**config.mk**
```make
export PLATFORM = sky130hd
export DESIGN_NAME = pzcorebus_response_generator
export DESIGN_NICKNAME = d
export VERILOG_FILES = /design/src/rtl/pzcorebus_response_generator.sv
export SDC_FILE = /design/constraint.sdc
export NUM_CORES = 1
export LEC_CHECK = 0
export ABC_AREA = 0
export ABC_CLOCK_PERIOD_IN_PS = 1900
export BUFFER_PORTS_ARGS = -buffer_cell sky130_fd_sc_hd__buf_4
export CORE_MARGIN = 4
export CORE_UTILIZATION = 50
export CTS_BUF_LIST = sky130_fd_sc_hd__clkbuf_8
export DETAILED_ROUTE_END_ITERATION = 16
export GPL_ROUTABILITY_DRIVEN = 0
export PLACE_DENSITY = 0.86
export SLEW_MARGIN = 20
export SYNTH_ARGS = -nofsm -noshare
export SYNTH_HDL_FRONTEND = slang
export SYNTH_SLANG_ARGS = --single-unit
```
**constraint.sdc**
```tcl
create_clock -name i_clk -period 1.9 [get_ports i_clk]
set_input_delay 0.095 -clock i_clk [delete_from_list [all_inputs] [get_ports i_clk]]
set_output_delay 0.095 -clock i_clk [all_outputs]
set_load 0.05 [all_outputs]
```
**src/rtl/pzcorebus_response_generator.sv**
```systemverilog
// pzcorebus_response_generator: queues non-posted command descriptors and drives the response channel.
// Define PZCOREBUS_RESPONSE_GENERATOR_ERROR_EN to forward i_data_error onto o_serror for read beats.
module pzcorebus_response_generator #(
   parameter int ID_WIDTH     = 8,
   parameter int DATA_WIDTH   = 64,
   parameter int LENGTH_WIDTH = 8,
   parameter int DEPTH        = 4
) (
   input  logic                    i_clk,
   input  logic                    i_rst,
   input  logic                    i_cmd_valid,
   output logic                    o_cmd_ready,
   input  logic                    i_cmd_read,
   input  logic [ID_WIDTH-1:0]     i_cmd_id,
   input  logic [LENGTH_WIDTH-1:0] i_cmd_length,
   input  logic                    i_data_valid,
   output logic                    o_data_ready,
   input  logic [DATA_WIDTH-1:0]   i_data,
   input  logic                    i_data_error,
   output logic                    o_sresp_valid,
   input  logic                    i_mresp_accept,
   output logic                    o_sresp,
   output logic [ID_WIDTH-1:0]     o_sid,
   output logic                    o_serror,
   output logic [DATA_WIDTH-1:0]   o_sdata,
   output logic                    o_sresp_last
);
   localparam int AW = $clog2(DEPTH);
   localparam int EW = 1 + ID_WIDTH + LENGTH_WIDTH;
   localparam logic [1:0] IDLE       = 2'd0;
   localparam logic [1:0] WRITE_RESP = 2'd1;
   localparam logic [1:0] READ_DATA  = 2'd2;
`ifdef PZCOREBUS_RESPONSE_GENERATOR_ERROR_EN
   localparam logic ERR_EN = 1'b1;
`else
   localparam logic ERR_EN = 1'b0;
`endif
   logic [EW-1:0]           r_fifo [DEPTH];
   logic [AW:0]             r_wp, r_rp;
   logic [1:0]              r_state;
   logic [ID_WIDTH-1:0]     r_id;
   logic [LENGTH_WIDTH-1:0] r_len;
   logic [LENGTH_WIDTH:0]   r_cnt;
   logic                    r_valid, r_sresp, r_serror, r_last;
   logic [ID_WIDTH-1:0]     r_sid;
   logic [DATA_WIDTH-1:0]   r_sdata;
   logic                    w_full, w_empty, w_push, w_pop, w_free, w_beat, w_last;
   logic                    w_head_read;
   logic [ID_WIDTH-1:0]     w_head_id;
   logic [LENGTH_WIDTH-1:0] w_head_len;
   assign {w_head_read, w_head_id, w_head_len} = r_fifo[r_rp[AW-1:0]];
   assign w_empty = r_wp == r_rp;
   assign w_full = (r_wp[AW] != r_rp[AW]) && (r_wp[AW-1:0] == r_rp[AW-1:0]);
   assign o_cmd_ready = !w_full && !i_rst;
   assign w_push = i_cmd_valid && o_cmd_ready;
   assign w_free = !r_valid || i_mresp_accept;
   assign w_pop = (r_state == IDLE) && !w_empty && w_free;
   assign o_data_ready = (r_state == READ_DATA) && w_free;
   assign w_beat = i_data_valid && o_data_ready;
   // a zero length field stands for 2^LENGTH_WIDTH beats
   assign w_last = (r_cnt + 1'b1) == {r_len == '0, r_len};
   assign o_sresp_valid = r_valid;
   assign o_sresp = r_sresp;
   assign o_sid = r_sid;
   assign o_serror = r_serror;
   assign o_sdata = r_sdata;
   assign o_sresp_last = r_last;
   always_ff @(posedge i_clk) begin
      if (w_push) r_fifo[r_wp[AW-1:0]] <= {i_cmd_read, i_cmd_id, i_cmd_length};
   end
   always_ff @(posedge i_clk) begin
      if (i_rst) begin
         r_wp <= '0;
         r_rp <= '0;
         r_state <= IDLE;
         r_id <= '0;
         r_len <= '0;
         r_cnt <= '0;
         r_valid <= 1'b0;
         r_sresp <= 1'b0;
         r_sid <= '0;
         r_serror <= 1'b0;
         r_sdata <= '0;
         r_last <= 1'b0;
      end else begin
         if (w_push) r_wp <= r_wp + 1'b1;
         if (w_free) r_valid <= 1'b0;
         // write beat is loaded together with the pop so it shows two cycles after acceptance
         if (w_pop) begin
            r_rp <= r_rp + 1'b1;
            r_id <= w_head_id;
            r_len <= w_head_len;
            r_cnt <= '0;
            r_state <= w_head_read ? READ_DATA : WRITE_RESP;
            if (!w_head_read) begin
               r_valid <= 1'b1;
               r_sresp <= 1'b0;
               r_sid <= w_head_id;
               r_serror <= 1'b0;
               r_sdata <= '0;
               r_last <= 1'b1;
            end
         end else if (r_state == WRITE_RESP) begin
            r_state <= IDLE;
         end else if (w_beat) begin
            r_valid <= 1'b1;
            r_sresp <= 1'b1;
            r_sid <= r_id;
            r_serror <= ERR_EN & i_data_error;
            r_sdata <= i_data;
            r_last <= w_last;
            r_cnt <= r_cnt + 1'b1;
            if (w_last) r_state <= IDLE;
         end
      end
   end
endmodule

```
==> results.tsv <==
metric	value	unit
clk_latency	460	ps
synth_ff_type	dfxtp_1	
synth_edf_count	68	
synth_fa_ha_area_share	1.07	%
cts_root_buffer	clkbuf_8	
clock_skew	12.9	ps
finalNonFillerCells	1074	
holdPathEnd	o_sresp_valid$_SDFF_PP0_	
final.setup.worst_slack	32.7	ps
drtIter0Drc	413	
final_cell_mix	186 x buf_4, 107 x dfxtp_1, 106 x nand2_1	
cp.arrival	2200	ps
area.growth.synth_to_final	42.5	%
drv_cap	0	
hold_viol	0	
synth_top_family_by_area	compound AO/OA/AOI/OAI gates	
hp-class	in -> reg	
status	finished clean	
startpoint_type	register	
period_needed	1870	ps
pre_cts_ws	-43.9	ps
cp_cell_sequence	mux4_2 -> and3_4 -> buf_4 -> o21ai_1 -> a21oi_1	
detailed_place_hpwl	11200	um
mostFrequentLayoutCell	buf_4	
grt_overflow	0	
antenna_found_initial	0	
syn_inst	628	
wl_per_cell	18.0	um
ant_nets	0	
cp-end-kind	register	
start_util	52.0	%
chipHeight	126	um
dp_cells	951	
die_w	126	um
required	2230	ps
num_vias	5894	
clockBufferDepth	2	
avgSynthCellArea	11.1	um^2
p_per_area	1260	nW/um^2
wl	19300	um
fmax	536	MHz
min_from	i_data_valid	
grt_pass1_wl	30200	um
drive_gt1_share	30.8	%
p_leak	3.77	nW
syn_nets	721	
ir_drop	992	uV
yosys-mux-area-fraction	5.62	%
cts_max_level	4	
syn_area	6990	um^2
ios	165	
clkSinkCount	178	
grt_max_degree	111	
drc	0	
ys_seq_area_share	60.7	%
cts_tree	yes	
crit_slowest_cell	mux4_2	
slowest_delay	550	ps
yosys_warnings	0	
rows	42	
core	13500	um^2
slew_viol_final	0	
ff2ff_path_depth	5	
crit_fanout	12	
synth-seq-cells	178	
r2r_slack	30	ps
setup_violations	0	
clk_pin_slew	100	ps
synth_compound_area_share	13.9	%
die_area	15900	um^2
synth-simple-area-share	11.4	%
finish.utilization	74.0	%
grt_pass1_vias	5771	
grtUsageTotal	23.8	%
timing.final.crit_share	98.3	%
r2r_end	o_sdata[49]$_SDFFE_PP0P_	
path_class	reg -> reg	
cts_buffers	17	
synth-xor-area-share	3.60	%
nets	978	
synth_cell_type_count	49	
ys_async_sr_fraction	0	%
via_per_inst	5.49	
portBuffers	162	
dr.pass1.iters	6	
antenna_cells	0	
whs_path_depth	5	
-- critical path, delay by kind of cell, from the launching register on --
| family | cells | cell delay, ps |
|---|---|---|
| AOI/OAI and AO/OA | 2 | 360 |
| muxes | 1 | 550 |
| buffers and inverters | 1 | 200 |
| and+or+nand+nor | 1 | 260 |
| DFF | 1 | 370 |
-- worst max-delay path by stage --
stage | to | slack (ps)
detailed placement | o_sid[7]$_SDFFE_PP0P_ | -40
floorplan | r_fifo[0][0]$_DFFE_PP_ | 10
global route | o_sdata[49]$_SDFFE_PP0P_ | -40
finish | o_sdata[49]$_SDFFE_PP0P_ | 30
global placement | o_sresp_last$_SDFFE_PP0P_ | 50
CTS | o_sid[7]$_SDFFE_PP0P_ | 4
-- power by group --
group / leakage, nW / switching [W] / internal (W)
registers: 1.51 / 0.000277 / 0.00440
clock network: 0.209 / 0.00143 / 0.00134
logic: 2.05 / 0.00311 / 0.00205
-- routing by layer --
layer  global-route usage (%)  vias up  routed length (um)
met5                        0        -                   0
met4                     8.33        0                 482
met3                     6.65       46                1550
met2                     40.4      291                9660
met1                     29.1     2803                7640
li1                         -     2754                   -
-- kinds of logic after synthesis --
logic type      after synthesis
xor+xnor                     27
mux                          18
other cells                   1
flops                       178
buf+inv                      51
fa+ha+maj                     6
compound gates              179
simple gates                168
-- state kept, by name (all words and copies together) (netlist names), 2 cells and up, named ones only --
register  cells
r_rp          3
r_wp          3
r_id          8
o_sid         8
r_cnt         9
o_sdata      64
r_state       2
r_len         8
r_fifo       68
-- stage by stage --
stage	setup TNS (ps)	hold WS, ps	total power (W)	instance area, um^2
after floorplan	0	194	0.00792	7010
after global placement	0	297	0.00922	8580
after detailed placement	-43.9	298	0.00932	8580
final	0	93.1	0.0126	9960
after global routing	-55.0	73.4	0.0132	9960
after CTS	0	55.7	0.0122	9840
-- synthesized netlist by cell type, types with 2 or more instances --
cell type  number  area, um^2
nand4_1         3        18.8
inv_1           5        18.8
buf_2          12        60.1
o31ai_1         2        15.0
clkbuf_1       24        90.1
edfxtp_1       68        2040
dfxtp_1       110        2200
o21ai_1        57         285
xor2_1          8        70.1
or3_1           2        12.5
nor3_1         13        65.1
a311oi_1        8        70.1
nand3_1         4        20.0
a21oi_1        92         460
nor2_1         13        48.8
and2_1          6        37.5
nor3_2          7        70.1
xnor2_1        18         158
nand2_1       106         398
nor4_1          3        18.8
ha_1            6        75.1
buf_4           2        15.0
o21ai_0        12        60.1
buf_6           5        56.3
buf_1           2        7.51
mux4_2         17         383
-- area by class of cell --
class,count,area (um^2)
Tap cell,176,220
Fill cell,807,3490
Sequential cell,178,4250
Inverter,6,22.5
Clock buffer,17,234
Clock inverter,15,198
Multi-Input combinational cell,399,2530
Timing Repair Buffer,283,2510
-- what timing repair did --
| item | in CTS | in global routing |
|---|---|---|
| hold buffers | 82 | 0 |
| pin swaps | 0 | 4 |
| gates cloned | 0 | 2 |
| setup endpoints to repair | 2 | 79 |
| setup buffers | 0 | 7 |
| resized for setup | 1 | 7 |
| hold endpoints to repair | 133 | 0 |
No activity file was read; power rests on OpenSTA's default activity.
